===== src/rtl/multicycle_control_fsm_pkg.sv =====
// Shared encodings for the multi-cycle RV32I sequencing controller: state codes,
// datapath mux codes, opcode constants and the bundled per-cycle control word.
package multicycle_control_fsm_pkg;

  typedef enum logic [2:0] {
    S_IF   = 3'd0,
    S_ID   = 3'd1,
    S_EX   = 3'd2,
    S_MEM  = 3'd3,
    S_WB   = 3'd4,
    S_HALT = 3'd5
  } state_t;

  localparam logic       ALU_A_PC  = 1'b0;
  localparam logic       ALU_A_RS1 = 1'b1;
  localparam logic [1:0] ALU_B_RS2 = 2'd0;
  localparam logic [1:0] ALU_B_IMM = 2'd1;

  localparam logic [1:0] ALU_OP_ADD    = 2'd0;
  localparam logic [1:0] ALU_OP_BRANCH = 2'd1;
  localparam logic [1:0] ALU_OP_FUNCT  = 2'd2;

  localparam logic [1:0] PC_SRC_PLUS4  = 2'd0;
  localparam logic [1:0] PC_SRC_BRANCH = 2'd1;
  localparam logic [1:0] PC_SRC_ALU    = 2'd2;

  localparam logic [6:0] OPC_ARITH     = 7'b0110011;
  localparam logic [6:0] OPC_ARITH_IMM = 7'b0010011;
  localparam logic [6:0] OPC_LOAD      = 7'b0000011;
  localparam logic [6:0] OPC_STORE     = 7'b0100011;
  localparam logic [6:0] OPC_BRANCH    = 7'b1100011;
  localparam logic [6:0] OPC_JAL       = 7'b1101111;
  localparam logic [6:0] OPC_JALR      = 7'b1100111;
  localparam logic [6:0] OPC_SYSTEM    = 7'b1110011;

  typedef struct packed {
    logic       mem_read;
    logic       mem_write;
    logic       i_or_d;
    logic       ir_write;
    logic       reg_write;
    logic       mem_to_reg;
    logic       pc_to_reg;
    logic       alu_src_a;
    logic [1:0] alu_src_b;
    logic [1:0] alu_op;
    logic       pc_write;
    logic [1:0] pc_source;
    logic       is_ecall;
    logic       halted;
  } ctl_t;

  // Opcodes that proceed from decode into execute; anything else retires as a NOP.
  function automatic logic needs_execute(input logic [6:0] op);
    return op inside {OPC_ARITH, OPC_ARITH_IMM, OPC_LOAD, OPC_STORE,
                      OPC_BRANCH, OPC_JAL, OPC_JALR};
  endfunction

endpackage


===== src/rtl/multicycle_control_fsm.sv =====
// Sequencing controller for the multi-cycle RV32I core: steps IF/ID/EX/MEM/WB over a
// shared memory and ALU, halts on the exit ecall and counts retired instructions.
module multicycle_control_fsm
  import multicycle_control_fsm_pkg::*;
#(
  parameter int          CNT_W     = 32,
  parameter logic [31:0] HALT_CODE = 32'd10
) (
  input  logic             clk,
  input  logic             reset,
  input  logic [6:0]       opcode,
  input  logic [31:0]      rf17,
  input  logic             bcond,
  input  logic             mem_ready,
  output logic             mem_read,
  output logic             mem_write,
  output logic             i_or_d,
  output logic             ir_write,
  output logic             reg_write,
  output logic             mem_to_reg,
  output logic             pc_to_reg,
  output logic             alu_src_a,
  output logic [1:0]       alu_src_b,
  output logic [1:0]       alu_op,
  output logic             pc_write,
  output logic [1:0]       pc_source,
  output logic             is_ecall,
  output logic             halted,
  output logic [CNT_W-1:0] retired_cnt
);

  state_t state;
  state_t state_next;
  ctl_t   ctl;
  ctl_t   ctl_out;

  // NOTE: sequential state uses non-blocking assignments so every flop samples pre-edge values.
  always_ff @(posedge clk or negedge reset) begin
    if (!reset) state <= S_IF;
    else        state <= state_next;
  end

  // NOTE: ctl and state_next get defaults before the case, so no path can infer a latch.
  always_comb begin
    ctl        = '0;
    state_next = state;
    case (state)
      S_IF: begin
        ctl.mem_read = 1'b1;
        ctl.ir_write = mem_ready;
        if (mem_ready) state_next = S_ID;
      end
      S_ID: begin
        if (opcode == OPC_SYSTEM) begin
          ctl.is_ecall = 1'b1;
          if (rf17 == HALT_CODE) begin
            state_next = S_HALT;
          end else begin
            ctl.pc_write  = 1'b1;
            ctl.pc_source = PC_SRC_PLUS4;
            state_next    = S_IF;
          end
        end else if (needs_execute(opcode)) begin
          state_next = S_EX;
        end else begin
          ctl.pc_write  = 1'b1;
          ctl.pc_source = PC_SRC_PLUS4;
          state_next    = S_IF;
        end
      end
      S_EX: begin
        state_next = S_WB;
        case (opcode)
          OPC_ARITH: begin
            ctl.alu_src_a = ALU_A_RS1;
            ctl.alu_src_b = ALU_B_RS2;
            ctl.alu_op    = ALU_OP_FUNCT;
          end
          OPC_ARITH_IMM: begin
            ctl.alu_src_a = ALU_A_RS1;
            ctl.alu_src_b = ALU_B_IMM;
            ctl.alu_op    = ALU_OP_FUNCT;
          end
          OPC_LOAD, OPC_STORE: begin
            ctl.alu_src_a = ALU_A_RS1;
            ctl.alu_src_b = ALU_B_IMM;
            ctl.alu_op    = ALU_OP_ADD;
            state_next    = S_MEM;
          end
          OPC_BRANCH: begin
            // Taken/not-taken resolves in this same cycle, so pc_source follows bcond directly.
            ctl.alu_src_a = ALU_A_RS1;
            ctl.alu_src_b = ALU_B_RS2;
            ctl.alu_op    = ALU_OP_BRANCH;
            ctl.pc_write  = 1'b1;
            ctl.pc_source = bcond ? PC_SRC_BRANCH : PC_SRC_PLUS4;
            state_next    = S_IF;
          end
          OPC_JAL: begin
            ctl.alu_src_a = ALU_A_PC;
            ctl.alu_src_b = ALU_B_IMM;
            ctl.alu_op    = ALU_OP_ADD;
          end
          OPC_JALR: begin
            ctl.alu_src_a = ALU_A_RS1;
            ctl.alu_src_b = ALU_B_IMM;
            ctl.alu_op    = ALU_OP_ADD;
          end
          default: state_next = S_IF;
        endcase
      end
      S_MEM: begin
        ctl.i_or_d    = 1'b1;
        ctl.mem_read  = (opcode == OPC_LOAD);
        ctl.mem_write = (opcode == OPC_STORE);
        if (mem_ready) begin
          if (opcode == OPC_LOAD) begin
            state_next = S_WB;
          end else begin
            ctl.pc_write  = (opcode == OPC_STORE);
            ctl.pc_source = PC_SRC_PLUS4;
            state_next    = S_IF;
          end
        end
      end
      S_WB: begin
        ctl.reg_write  = 1'b1;
        ctl.pc_write   = 1'b1;
        ctl.mem_to_reg = (opcode == OPC_LOAD);
        if (opcode == OPC_JAL || opcode == OPC_JALR) begin
          ctl.pc_to_reg = 1'b1;
          ctl.pc_source = PC_SRC_ALU;
        end else begin
          ctl.pc_source = PC_SRC_PLUS4;
        end
        state_next = S_IF;
      end
      S_HALT: ctl.halted = 1'b1;
      default: state_next = S_IF;
    endcase
  end

  // Reset also silences the outputs combinationally, so an in-flight access drops immediately.
  assign ctl_out = reset ? ctl : '0;

  assign mem_read   = ctl_out.mem_read;
  assign mem_write  = ctl_out.mem_write;
  assign i_or_d     = ctl_out.i_or_d;
  assign ir_write   = ctl_out.ir_write;
  assign reg_write  = ctl_out.reg_write;
  assign mem_to_reg = ctl_out.mem_to_reg;
  assign pc_to_reg  = ctl_out.pc_to_reg;
  assign alu_src_a  = ctl_out.alu_src_a;
  assign alu_src_b  = ctl_out.alu_src_b;
  assign alu_op     = ctl_out.alu_op;
  assign pc_write   = ctl_out.pc_write;
  assign pc_source  = ctl_out.pc_source;
  assign is_ecall   = ctl_out.is_ecall;
  assign halted     = ctl_out.halted;

  // Every PC update marks one retired instruction; HALT never writes the PC.
  always_ff @(posedge clk or negedge reset) begin
    if (!reset)                retired_cnt <= '0;
    else if (ctl_out.pc_write) retired_cnt <= retired_cnt + CNT_W'(1);
  end

endmodule


===== config.mk =====
export PLATFORM = sky130hd
export DESIGN_NAME = multicycle_control_fsm
export DESIGN_NICKNAME = d
export VERILOG_FILES = /design/src/rtl/multicycle_control_fsm_pkg.sv /design/src/rtl/multicycle_control_fsm.sv
export SDC_FILE = /design/constraint.sdc
export NUM_CORES = 1
export LEC_CHECK = 0
export ABC_AREA = 0
export BUFFER_PORTS_ARGS = -buffer_cell sky130_fd_sc_hd__buf_4
export CAP_MARGIN = 25
export CORE_ASPECT_RATIO = 1.25
export CORE_UTILIZATION = 44
export CTS_BUF_LIST = sky130_fd_sc_hd__clkbuf_2
export CTS_CLUSTER_DIAMETER = 150
export DETAILED_ROUTE_END_ITERATION = 7
export GPL_ROUTABILITY_DRIVEN = 0
export PLACE_DENSITY = 0.78
export SYNTH_ARGS = -nofsm -noshare
export SYNTH_HDL_FRONTEND = slang
export SYNTH_SLANG_ARGS = --single-unit

===== constraint.sdc =====
create_clock -name clk -period 1.9 [get_ports clk]
set_input_delay 0 -clock clk [delete_from_list [all_inputs] [get_ports clk]]
set_output_delay 0 -clock clk [all_outputs]
set_load 0.05 [all_outputs]

* Word-level counts from Yosys, hierarchy flattened *
Index checks and enable logic that the tools add are counted.

storage, ports and cells
  output and inout port bits = 49
  word-level logic and storage cells = 55
  input port bits = 43
  flip-flop bits (word level) = 35

cells by class
  bitwise gates (word level) = 1
  add/subtract/negate cells = 1
  reduce and logical (&&, ||, !) cells = 7
  multiplexer cells = 28
  equality and inequality tests = 16

operator list
  operator                                              count
  2-to-1 mux 3 bit                                      12
  adder 32 x 1 -> 32 bit, second input constant         1
  equality test 32 x 4 -> 1 bit, second input constant  1
  equality test 7 bit, second input constant            4
  case mux 5 bit (5 select lines)                       1
  2-to-1 mux 17 bit                                     1
  case mux 3 bit (5 select lines)                       1
  equality test 7 x 6 -> 1 bit, second input constant   2
  case mux 3 bit (4 select lines)                       1
  equality test 7 x 2 -> 1 bit, second input constant   1
  equality test 7 x 5 -> 1 bit, second input constant   1
  nonzero test 7 bit                                    1
  equality test 3 x 2 -> 1 bit, second input constant   2
  equality test 3 bit, second input constant            2
  2-to-1 mux 1 bit                                      6
  2-to-1 mux 2 bit                                      3
  case mux 3 bit (2 select lines)                       1
  2-to-1 mux 5 bit                                      1
  inequality test 2 bit, second input constant          2
  OR reduction 4 bit                                    1
  equality test 3 x 1 -> 1 bit, second input constant   1
  zero test 3 bit                                       1
  AND reduction 3 bit                                   1
  OR reduction 3 bit                                    1
  4 further kinds                                       4

* Depth between registers and ports, before layout *
Gate-level depths: netlist of the first run.

  depth in word-level cells = 6
  gate-level depth with buffers = 9
  mapped depth without buffers = 7

* Worst setup path after synthesis of the first run *
No wires, ideal clock.

  path type = register -> register
  from = register state[1]
  to = register retired_cnt[22]
  arrival = 2.398 ns
  required time = 1.820 ns
  period minus slack after synthesis = 2.478 ns
  buffers on the path = 2
  library setup time = 0.080 ns
  cell stages (with the launch flop) = 9
  setup slack = -0.578 ns
  cells stage by stage = dfrtp_1 or2_2 nor2_1 a31o_2 a21oi_2 buf_6 buf_6 nor4_2 xnor2_1

between the ends
  word-level cells in the longest chain between the ends = 3
  elaborated cells between the ends (all ways) = 6
  those cells by class = 4 x eq/ne; 2 x mux

RTL lines
  item                                               RTL line                       RTL
  start: declaration                                 multicycle_control_fsm.sv:32   state_t state;
  start signal: assignment                           multicycle_control_fsm.sv:40   else state <= state_next;
  equality test 3 bit, or another cell as far along  multicycle_control_fsm.sv:47   case (state)
  case mux 3 bit (4 select lines) *                  multicycle_control_fsm.sv:47
  2-to-1 mux 17 bit *                                multicycle_control_fsm.sv:144  assign ctl_out = reset ? ctl : '0;
  end signal: assignment                             multicycle_control_fsm.sv:164  else if (ctl_out.pc_write) retired_cnt <= retired_cnt + CNT_W'(1);
  end: declaration                                   multicycle_control_fsm.sv:29   output logic [CNT_W-1:0] retired_cnt

Mark *: on every way between the ends. The rest lies on a longest branch, timed or not.
A chain may end at the register's enable or synchronous reset.

* Final worst setup path of the first run *
  from = register state[0]
  to = register retired_cnt[15]

The elaborated chain is that of the path after synthesis.

==> flow_metrics.env, run 1 <==
export IMPL_run_status="finished, violations left"
export IMPL_violations="setup timing"
export IMPL_grt_pass1_wl_mm=9.58
export IMPL_htreeDepth=2
export IMPL_tightestPinTransition_ps=518
export IMPL_gr_usage_all_layers=0.247
export IMPL_dp_slack_ps=-55.0
export IMPL_num_vias=2202
export IMPL_dpl_cell_area_um2=2930
export IMPL_synth_most_common_cell="dfrtp_1"
export IMPL_p_sw_w=0.000998
export IMPL_clk_root_buffer_cell="clkbuf_2"
export IMPL_seq_power_share=0.372
export IMPL_path_class="reg2reg"
export IMPL_hold_path_class="in2reg"
export IMPL_routed_wirelength_mm=6.64
export IMPL_cp_num_buf_inv=1
export IMPL_insertedDiodeCount=0
export IMPL_finalSetupViolations=14
export IMPL_ys_types=41
export IMPL_p_int_w=0.00144
export IMPL_r2r_start="state[0]$_DFFE_PN0P_"
export IMPL_design_area_um2=3490
export IMPL_dieWidth_um=62.9
export IMPL_fill_cells=274
export IMPL_synth_top_area_share=0.430
export IMPL_grt_pass1_vias=2126
export IMPL_drc_errors=0
export IMPL_rsz0062_at_grt="true"
export IMPL_grtUsageMet2=0.459
export IMPL_crit_family="simple AND/OR/NAND/NOR gates"
export IMPL_netlist_instances=216
export IMPL_min_delay_start="opcode[4]"
export IMPL_p_sw_frac=0.409
export IMPL_clock_power_share=0.140
export IMPL_synthTopCellsByCount="dfrtp_1 (35), xor2_1 (27), nand2_1 (24)"
export IMPL_grt_max_degree=26
export IMPL_fin_ws_ps=-131
export IMPL_p_comb_frac=0.488
export IMPL_cts_tree="yes"
export IMPL_antenna_found_initial=0
export IMPL_dieArea_um2=4910
export IMPL_synth_area_top_cells="dfrtp_1 (43%), xor2_1 (12%), nor4_1 (6.1%)"
export IMPL_syn2layout_area_growth_pct=71.5
export IMPL_drtAntennaViolNets=0
export IMPL_portBuffers=90
export IMPL_drtPass1Iterations=4
export IMPL_fin_nets=380
export IMPL_ys_flop_type="dfrtp_1"
export IMPL_worstPathMaxFanout=14
export IMPL_coreArea_um2=4430
export IMPL_drv_slew=0
export IMPL_finalHoldViolations=0
export IMPL_max_freq_mhz=492
export IMPL_cp_arrival_ps=2350
export IMPL_final_layout_size_suffix_gt1_frac=0.558
export IMPL_clock_latency_ps=390
export IMPL_die_h_um=78.1
export IMPL_slowest_delay_ps=480
export IMPL_seqCellArea_um2=893
export IMPL_synth_seq_area_share=0.430
export IMPL_drv_cap=0
export IMPL_async_flop_share=1.00
export IMPL_multi_input_area_um2=1460
export IMPL_hpwl_mm=4.02
export IMPL_fin_crit_ps=2030
export IMPL_grt_met1_usage=0.269
export IMPL_clkSlewWorstSetupHoldPaths_ps=180
export IMPL_io_pins=92
export IMPL_clockBufferDepth=2
export IMPL_power_density_nw_per_um2=698
export IMPL_synth_top_cell_by_area="dfrtp_1"
export IMPL_syn_nets=260
export IMPL_cp_start_kind="flop"
export IMPL_endpoint_kind="flop"
export IMPL_yosysWarnings=0
export IMPL_overflow=0
export IMPL_gr_usage_met3=0.0538
export IMPL_synth_area_um2=2040
export IMPL_syn_avg_cell_area_um2=9.44
export IMPL_initial_core_util=0.461
export IMPL_slowest_stage="dfrtp_1"
export IMPL_peakVddDrop_mv=0.470
export IMPL_drt_iter0_drc=155
export IMPL_crit_path_cell_trace="or2_4 > nor2_4 > a31o_2 > a21oi_4 > bufbuf_16 > nor3_1 > xor2_1"
export IMPL_ys_ff_latch=35
export IMPL_relSlewSlack=0.654
export IMPL_required_ps=2220
export IMPL_route_detailed_wl_per_inst_um=16.8
export IMPL_final_period_utilization=1.07
export IMPL_cts_buffers=5
export IMPL_p_leak_nw=1.87
export IMPL_top_usage_layer="met2"
export IMPL_skew_ps=10.7
export IMPL_via_per_inst=5.57
export IMPL_synth_edff_count=0
export IMPL_row_count=27
export IMPL_cts_sinks=35
export IMPL_crit_start="state[0]$_DFFE_PN0P_"
## cells by family after synthesis
family,share of synthesized area
flip-flops,0.430
other,0.00184
AO/OA/AOI/OAI,0.0436
XOR/XNOR,0.133
adder cells (fa/ha/maj),0.00614
multiplexers,0.0123
AND/OR/NAND/NOR,0.332
buffers and inverters,0.0411
## per-layer routing
metal	up-vias	part of all wire
met2	105	0.56
met5	-	0
met3	15	0.055
li1	1011	-
met4	0	0.023
met1	1071	0.36
## worst min-delay path: stages
cell     delay [ps]
buf_4           110
or3_1           130
or2_2           100
a21oi_1          50
## state kept, by name, indices dropped and copies added, names as in the netlist
name / cells
retired_cnt: 32
state: 3
## power by group through the flow
stage | clock network [W] | registers [W] | logic, W
2_1_floorplan | 0 | 0.00108 | 0.000380
4_1_cts | 0.000348 | 0.000903 | 0.000992
3_3_place_gp | 0 | 0.000915 | 0.000842
6_report | 0.000342 | 0.000908 | 0.00119
3_5_place_dp | 0 | 0.000916 | 0.000851
5_1_grt | 0.000378 | 0.000917 | 0.00125
## final timing paths
path	end	slack [ps]	depth (start not counted)
max	retired_cnt[15]$_DFFE_PN0P_	-130	7
min	state[1]$_DFFE_PN0P_	20	4
max reg2reg	retired_cnt[15]$_DFFE_PN0P_	-130	7
min reg2reg	retired_cnt[31]$_DFFE_PN0P_	480	1
max in group asynchronous	retired_cnt[3]$_DFFE_PN0P_	900	3
min in group asynchronous	retired_cnt[30]$_DFFE_PN0P_	190	3
## through the flow
stage               hold slack (ps)  TNS [ps]  total power [W]   util  std cells
finish                         22.0      -669          0.00244  0.790        395
global route                   22.0     -2250          0.00254  0.790        395
CTS                            3.00     -1320          0.00224  0.722        384
detailed placement             -155      -118          0.00177  0.661        369
global placement               -151         0          0.00176  0.661        369
floorplan                      -296     -43.7          0.00146      -        216
## cell type report
| type | count | share of cell area |
|---|---|---|
| Clock inverter | 3 | 0.00430 |
| Multi-Input combinational cell | 165 | 0.418 |
| Inverter | 7 | 0.00895 |
| Timing Repair Buffer | 122 | 0.285 |
| Clock buffer | 5 | 0.00716 |
| Sequential cell | 35 | 0.256 |
| Tap cell | 58 | 0.0208 |
## what timing repair did
action / 4_1_cts / 5_1_grt
endpoints found under the hold margin: 36 / 0
gates cloned: 1 / 1
buffers inserted: 3 / 11
endpoints found under the setup margin: 4 / 35
gates resized for setup: 23 / 40
hold buffers: 3 / 0
pin swaps: 4 / 29
## layout by cell type, fill, tap and decap left out, types with 7 or more instances in the layout
| cell type | count |
|---|---|
| nand2_1 | 22 |
| nor2_1 | 7 |
| buf_4 | 109 |
| nor4_4 | 13 |
| xor2_1 | 27 |
| dfrtp_1 | 21 |
| nand3_1 | 8 |
| nor3_1 | 8 |
| dfrtp_2 | 14 |
Note: power is estimated with default switching activity, not from simulation.
==> run 2, diff against run 1 <==
--- a/config.mk
+++ b/config.mk
@@ -15,6 +15,8 @@
 export DETAILED_ROUTE_END_ITERATION = 7
 export GPL_ROUTABILITY_DRIVEN = 0
 export PLACE_DENSITY = 0.78
+export RECOVER_POWER = 25
+export REMOVE_ABC_BUFFERS = 1
 export SYNTH_ARGS = -nofsm -noshare
 export SYNTH_HDL_FRONTEND = slang
 export SYNTH_SLANG_ARGS = --single-unit
==> run 2 against run 1 <==
  * Highest routed layer unchanged
  * Critical path depth is the same
  * Die area is the same
  * Sequential cell count is the same
  * Largest power group unchanged
  * The run still ends with setup timing left
  * Combinational power grew 13%
  * Final cell count grew 3.8%
  * Critical endpoint is now retired_cnt[18]$_DFFE_PN0P_
  * Clock skew grew 2.8 ps
  * Fmax grew 3.9%
  * First-iteration DRC count grew 12%
  * Global-route usage grew 2.8 points
==> flow_metrics.env, run 2 (same netlist as run 1, synthesis figures left out) <==
export IMPL_design_area_um2=3630
export IMPL_tightestPinTransition_ps=1350
export IMPL_cts_buffers=5
export IMPL_worstPathMaxFanout=12
export IMPL_seq_power_share=0.343
export IMPL_cts_sinks=35
export IMPL_drv_cap=0
export IMPL_r2r_end="retired_cnt[18]$_DFFE_PN0P_"
export IMPL_r2r_setup_slack_ps=-60
export IMPL_path_class="reg2reg"
export IMPL_cp_arrival_ps=2310
export IMPL_via_per_inst=5.75
export IMPL_max_freq_mhz=511
export IMPL_fin_hold_ws_ps=33.3
export IMPL_final_layout_size_suffix_gt1_frac=0.526
export IMPL_dp_slack_ps=-5.98
export IMPL_worstSetupEndpoint="retired_cnt[18]$_DFFE_PN0P_"
export IMPL_endpoint_kind="flop"
export IMPL_dpl_cell_area_um2=2980
export IMPL_rsz0062_at_grt="true"
export IMPL_clock_power_share=0.135
export IMPL_route_detailed_wl_per_inst_um=18.1
export IMPL_p_sw_frac=0.407
export IMPL_p_comb_frac=0.523
export IMPL_drtPass1Iterations=4
export IMPL_crit_path_cell_trace="inv_1 > nor3b_4 > a31o_4 > a21oi_4 > bufbuf_16 > nor4_4 > xor2_1"
export IMPL_hpwl_mm=4.33
export IMPL_drc_errors=0
export IMPL_fin_nets=395
export IMPL_dieWidth_um=62.9
export IMPL_drtAntennaViolNets=0
export IMPL_portBuffers=90
export IMPL_run_status="finished, violations left"
export IMPL_reg_top3="retired_cnt x32, state x3"
export IMPL_die_h_um=78.1
export IMPL_peakVddDrop_mv=0.613
export IMPL_largest_reg_flops=32
export IMPL_layout_commonest_cell="buf_4"
export IMPL_insertedDiodeCount=0
export IMPL_reg2reg_depth=7
export IMPL_final_period_utilization=1.03
export IMPL_drv_slew=0
export IMPL_finalSetupViolations=14
export IMPL_grt_pass1_wl_mm=10.5
export IMPL_p_leak_nw=1.99
export IMPL_violations="setup timing"
export IMPL_io_pins=92
export IMPL_cts_tree="yes"
export IMPL_drt_iter0_drc=174
export IMPL_cp_start_kind="flop"
export IMPL_slowest_stage="dfrtp_1"
export IMPL_hold_path_class="in2reg"
export IMPL_overflow=0
export IMPL_num_vias=2358
export IMPL_routed_wirelength_mm=7.42
export IMPL_dieArea_um2=4910
export IMPL_clkSlewWorstSetupHoldPaths_ps=190
export IMPL_fin_crit_ps=1960
export IMPL_p_sw_w=0.00105
export IMPL_skew_ps=13.4
export IMPL_r2r_start="state[1]$_DFFE_PN0P_"
export IMPL_power_density_nw_per_um2=711
export IMPL_htreeDepth=2
export IMPL_finalHoldViolations=0
export IMPL_layout_common_cells="buf_4 (124), dfrtp_1 (35), xor2_1 (27), nand2_1 (22), nor4_4 (10)"
export IMPL_fin_ws_ps=-55.6
export IMPL_gr_usage_all_layers=0.274
export IMPL_slowest_delay_ps=500
export IMPL_clockBufferDepth=2
export IMPL_clock_latency_ps=410
export IMPL_relSlewSlack=0.100
export IMPL_grt_max_degree=26
export IMPL_regMostFlops="retired_cnt"
export IMPL_antenna_found_initial=0
export IMPL_p_int_w=0.00153
export IMPL_grt_pass1_vias=2338
export IMPL_syn2layout_area_growth_pct=77.9
export IMPL_row_count=27
export IMPL_crit_start="state[1]$_DFFE_PN0P_"
export IMPL_coreArea_um2=4430
export IMPL_required_ps=2250
export IMPL_initial_core_util=0.461
export IMPL_clk_root_buffer_cell="clkbuf_2"
[run 2: cell count changes in the layout (fill, tap and decap cells not counted), moves of 3 or more]
cell	previous run	this run
dfrtp_2	14	0
nor4_4	13	10
buf_4	109	124
dfrtp_1	21	35
clkinv_2	3	0
[run 2: repair_timing]
item | 4_1_cts | 5_1_grt
pin swaps | 3 | 22
gates cloned | 2 | 0
buffers inserted | 5 | 7
gates resized for setup | 28 | 47
endpoints found under the hold margin | 36 | 0
hold buffers | 3 | 0
endpoints found under the setup margin | 12 | 30
[run 2: worst min-delay path by stage]
stage,startpoint,endpoint,slack [ps],cells after the start
floorplan,reset,retired_cnt[0]$_DFFE_PN0P_,-300,0
global placement,reset,state[2]$_DFFE_PN0P_,-150,1
detailed placement,reset,state[2]$_DFFE_PN0P_,-150,1
CTS,opcode[4],state[1]$_DFFE_PN0P_,20,4
global route,opcode[4],state[1]$_DFFE_PN0P_,50,4
finish,opcode[4],state[1]$_DFFE_PN0P_,30,4
[run 2: area by class of cell]
cell class,instances,area (um^2)
repair buffers,137,1130
clock buffers,5,25.0
inverters,7,33.8
clock inverters,3,15.0
multi-input cells,165,1470
fillers,265,800
well taps,58,72.6
flip-flops and latches,35,876
[run 2: routing by layer]
metal / vias up / routed length [um] / GRT usage
li1: 1035 / - / -
met1: 1158 / 2600 / 0.289
met2: 129 / 4090 / 0.515
met3: 36 / 421 / 0.0538
met4: 0 / 307 / 0.126
met5: - / 0 / 0
[run 2: worst max-delay path, delay by kind of cell, from the launching register on]
family	cells	cell delay [ps]
AOI/OAI and AO/OA	2	240
and+or+nand+nor	2	540
buffers and inverters	2	440
xor gates and xnor gates	1	190
DFF	1	500
[run 2: metrics by stage]
stage,cells,setup TNS (ps),power (W),utilization
2_1_floorplan,207,-20520,0.00137,-
3_3_place_gp,387,0,0.00179,0.674
3_5_place_dp,387,-5.98,0.00180,0.674
4_1_cts,403,-116,0.00232,0.748
5_1_grt,410,-1890,0.00269,0.819
6_report,410,-374,0.00258,0.819
[run 2: power groups by stage]
| stage | clock network [W] | registers [W] | logic (W) |
|---|---|---|---|
| detailed placement | 0 | 0.000889 | 0.000910 |
| floorplan | 0 | 0.00108 | 0.000295 |
| finish | 0.000348 | 0.000883 | 0.00135 |
| global route | 0.000385 | 0.000896 | 0.00141 |
| global placement | 0 | 0.000886 | 0.000899 |
| CTS | 0.000340 | 0.000878 | 0.00110 |
==> run 3, diff against run 2 <==
--- a/config.mk
+++ b/config.mk
@@ -9,12 +9,12 @@
 export BUFFER_PORTS_ARGS = -buffer_cell sky130_fd_sc_hd__buf_4
 export CAP_MARGIN = 25
 export CORE_ASPECT_RATIO = 1.25
-export CORE_UTILIZATION = 44
+export CORE_UTILIZATION = 40
 export CTS_BUF_LIST = sky130_fd_sc_hd__clkbuf_2
 export CTS_CLUSTER_DIAMETER = 150
 export DETAILED_ROUTE_END_ITERATION = 7
 export GPL_ROUTABILITY_DRIVEN = 0
-export PLACE_DENSITY = 0.78
+export PLACE_DENSITY = 0.71
 export RECOVER_POWER = 25
 export REMOVE_ABC_BUFFERS = 1
 export SYNTH_ARGS = -nofsm -noshare
==> run 3 against run 2 <==
  * The run now ends clean
  * Sequential cell count stayed put
  * Sequential share of layout area is 0.25 points higher
  * First-iteration DRC count shrank 35%
  * Hold slack lost 1.4 ps
  * Sequential power is essentially flat
  * Critical path depth grew 1
  * Non-clock buffer count is 8 lower
  * Highest routed layer unchanged
  * Critical endpoint is now retired_cnt[20]$_DFFE_PN0P_
  * Combinational power is 10% lower
  * Clock-buffer cell count up 1
==> flow_metrics.env, run 3 (same netlist as run 1, synthesis figures left out) <==
export IMPL_run_status="finished clean"
export IMPL_fin_crit_ps=1900
export IMPL_seq_power_share=0.342
export IMPL_skew_ps=27.8
export IMPL_coreArea_um2=4800
export IMPL_hold_end="state[1]$_DFFE_PN0P_"
export IMPL_grt_pass1_vias=2157
export IMPL_antenna_found_initial=0
export IMPL_clockBufferDepth=2
export IMPL_peakVddDrop_mv=0.717
export IMPL_io_pins=92
export IMPL_endpoint_kind="flop"
export IMPL_insertedDiodeCount=0
export IMPL_cp_start_kind="flop"
export IMPL_drv_cap=0
export IMPL_crit_path_cell_trace="nor2b_4 > nand2b_4 > nor3_4 > a21oi_4 > buf_12 > buf_12 > nor4b_4 > xor2_1"
export IMPL_final_period_utilization=0.997
export IMPL_rsz0062_at_grt="true"
export IMPL_die_h_um=81.8
export IMPL_route_detailed_wl_per_inst_um=16.3
export IMPL_overflow=0
export IMPL_total_power_w=0.00259
export IMPL_hpwl_mm=4.06
export IMPL_p_leak_nw=2.01
export IMPL_r2r_start="state[0]$_DFFE_PN0P_"
export IMPL_worstPathMaxFanout=5
export IMPL_num_vias=2179
export IMPL_drc_errors=0
export IMPL_clk_root_buffer_cell="clkbuf_2"
export IMPL_fin_nets=387
export IMPL_clkSlewWorstSetupHoldPaths_ps=170
export IMPL_initial_core_util=0.425
export IMPL_drt_iter0_drc=113
export IMPL_slowest_stage="dfrtp_1"
export IMPL_syn2layout_area_growth_pct=76.3
export IMPL_reg2reg_depth=8
export IMPL_r2r_setup_slack_ps=5
export IMPL_cp_arrival_ps=2220
export IMPL_fill_cells=319
export IMPL_row_count=28
export IMPL_dieArea_um2=5390
export IMPL_clock_power_share=0.192
export IMPL_max_freq_mhz=528
export IMPL_layout_commonest_cell="buf_4"
export IMPL_dpl_cell_area_um2=2930
export IMPL_dieWidth_um=65.8
export IMPL_largest_reg_flops=32
export IMPL_drtAntennaViolNets=0
export IMPL_p_comb_frac=0.467
export IMPL_required_ps=2220
export IMPL_relSlewSlack=0.409
export IMPL_power_density_nw_per_um2=720
export IMPL_min_delay_path_depth=4
export IMPL_design_area_um2=3590
export IMPL_portBuffers=90
export IMPL_cp_num_buf_inv=2
export IMPL_cts_sinks=35
export IMPL_drv_slew=0
export IMPL_cp_common_cell="buf_12"
export IMPL_drtPass1Iterations=5
export IMPL_htreeDepth=2
export IMPL_r2r_end="retired_cnt[20]$_DFFE_PN0P_"
export IMPL_slowest_delay_ps=460
export IMPL_layout_common_cells="buf_4 (116), dfrtp_1 (34), xor2_1 (27), nand2_1 (21), nor4_4 (15)"
export IMPL_cts_buffers=5
export IMPL_final_layout_size_suffix_gt1_frac=0.534
export IMPL_finalSetupViolations=0
export IMPL_regMostFlops="retired_cnt"
export IMPL_p_sw_w=0.00101
export IMPL_tightestPinTransition_ps=886
export IMPL_hold_path_class="in2reg"
export IMPL_routed_wirelength_mm=6.58
export IMPL_gr_usage_all_layers=0.236
export IMPL_clock_latency_ps=400
export IMPL_reg_top3="retired_cnt x32, state x3"
export IMPL_grt_pass1_wl_mm=9.79
export IMPL_cts_tree="yes"
export IMPL_finalHoldViolations=0
export IMPL_crit_family="simple AND/OR/NAND/NOR gates"
export IMPL_via_per_inst=5.41
export IMPL_min_delay_start="opcode[4]"
export IMPL_p_int_w=0.00158
export IMPL_grt_max_degree=35
export IMPL_p_sw_frac=0.390
export IMPL_path_class="reg2reg"
## run 3: stage by stage
| step | cells | setup WS [ps] | hold slack, ps | utilization | setup TNS [ps] |
|---|---|---|---|---|---|
| 4_1_cts | 395 | -94.5 | 20.3 | 0.670 | -266 |
| 5_1_grt | 403 | -101 | 56.8 | 0.749 | -787 |
| 6_report | 403 | 4.77 | 31.9 | 0.749 | 0 |
| 2_1_floorplan | 207 | -714 | -296 | - | -20520 |
| 3_3_place_gp | 381 | 42.3 | -207 | 0.610 | 0 |
| 3_5_place_dp | 381 | -7.37 | -203 | 0.610 | -7.37 |
## run 3: area by class of cell
| type | instances | area (um^2) | share of cell area |
|---|---|---|---|
| Clock buffer | 6 | 30.0 | 0.00836 |
| Clock inverter | 1 | 30.0 | 0.00836 |
| Inverter | 7 | 28.8 | 0.00801 |
| Multi-Input combinational cell | 165 | 1490 | 0.414 |
| Sequential cell | 35 | 877 | 0.244 |
| Tap cell | 60 | 75.1 | 0.0209 |
| Timing Repair Buffer | 129 | 1060 | 0.296 |
## run 3: worst max path at each step
| stage | to | cells past startpoint | start | slack [ps] |
|---|---|---|---|---|
| after floorplan | retired_cnt[13]$_DFFE_PN0P_ | 7 | state[0]$_DFFE_PN0P_ | -710 |
| after global placement | retired_cnt[13]$_DFFE_PN0P_ | 9 | opcode[2] | 40 |
| after detailed placement | retired_cnt[13]$_DFFE_PN0P_ | 9 | rf17[24] | -7 |
| final | retired_cnt[20]$_DFFE_PN0P_ | 8 | state[0]$_DFFE_PN0P_ | 5 |
| after global routing | retired_cnt[17]$_DFFE_PN0P_ | 8 | state[0]$_DFFE_PN0P_ | -100 |
| after CTS | pc_write | 9 | state[0]$_DFFE_PN0P_ | -90 |
## run 3: repair_timing
item	CTS	global route
buffers inserted	4	9
pin swaps	0	31
hold endpoints to repair	35	0
setup endpoints to repair	4	29
gates resized for setup	22	54
hold buffers	2	0
cloned	1	0
## run 3: routing by layer
metal  global-route usage  share of wire  vias up
met2                0.416           0.51       99
met1                0.278           0.39     1042
met3               0.0569          0.065       19
met5                    0              0        -
met4               0.0804          0.029        0
li1                     -              -     1019
## run 3: worst reg2reg max path, cell delays in order (launching register included)
cell	delay, ps
dfrtp_1	460
nor2b_4	230
nand2b_4	80
nor3_4	190
a21oi_4	100
buf_12	150
buf_12	140
nor4b_4	320
xor2_1	170
## run 3: power by group through the flow
stage	clock, W	combinational (W)	sequential (W)
after floorplan	0	0.000295	0.00108
after global placement	0	0.000881	0.000878
after detailed placement	0	0.000887	0.000883
after CTS	0.000487	0.00102	0.000870
after global routing	0.000520	0.00128	0.000894
final	0.000496	0.00121	0.000884
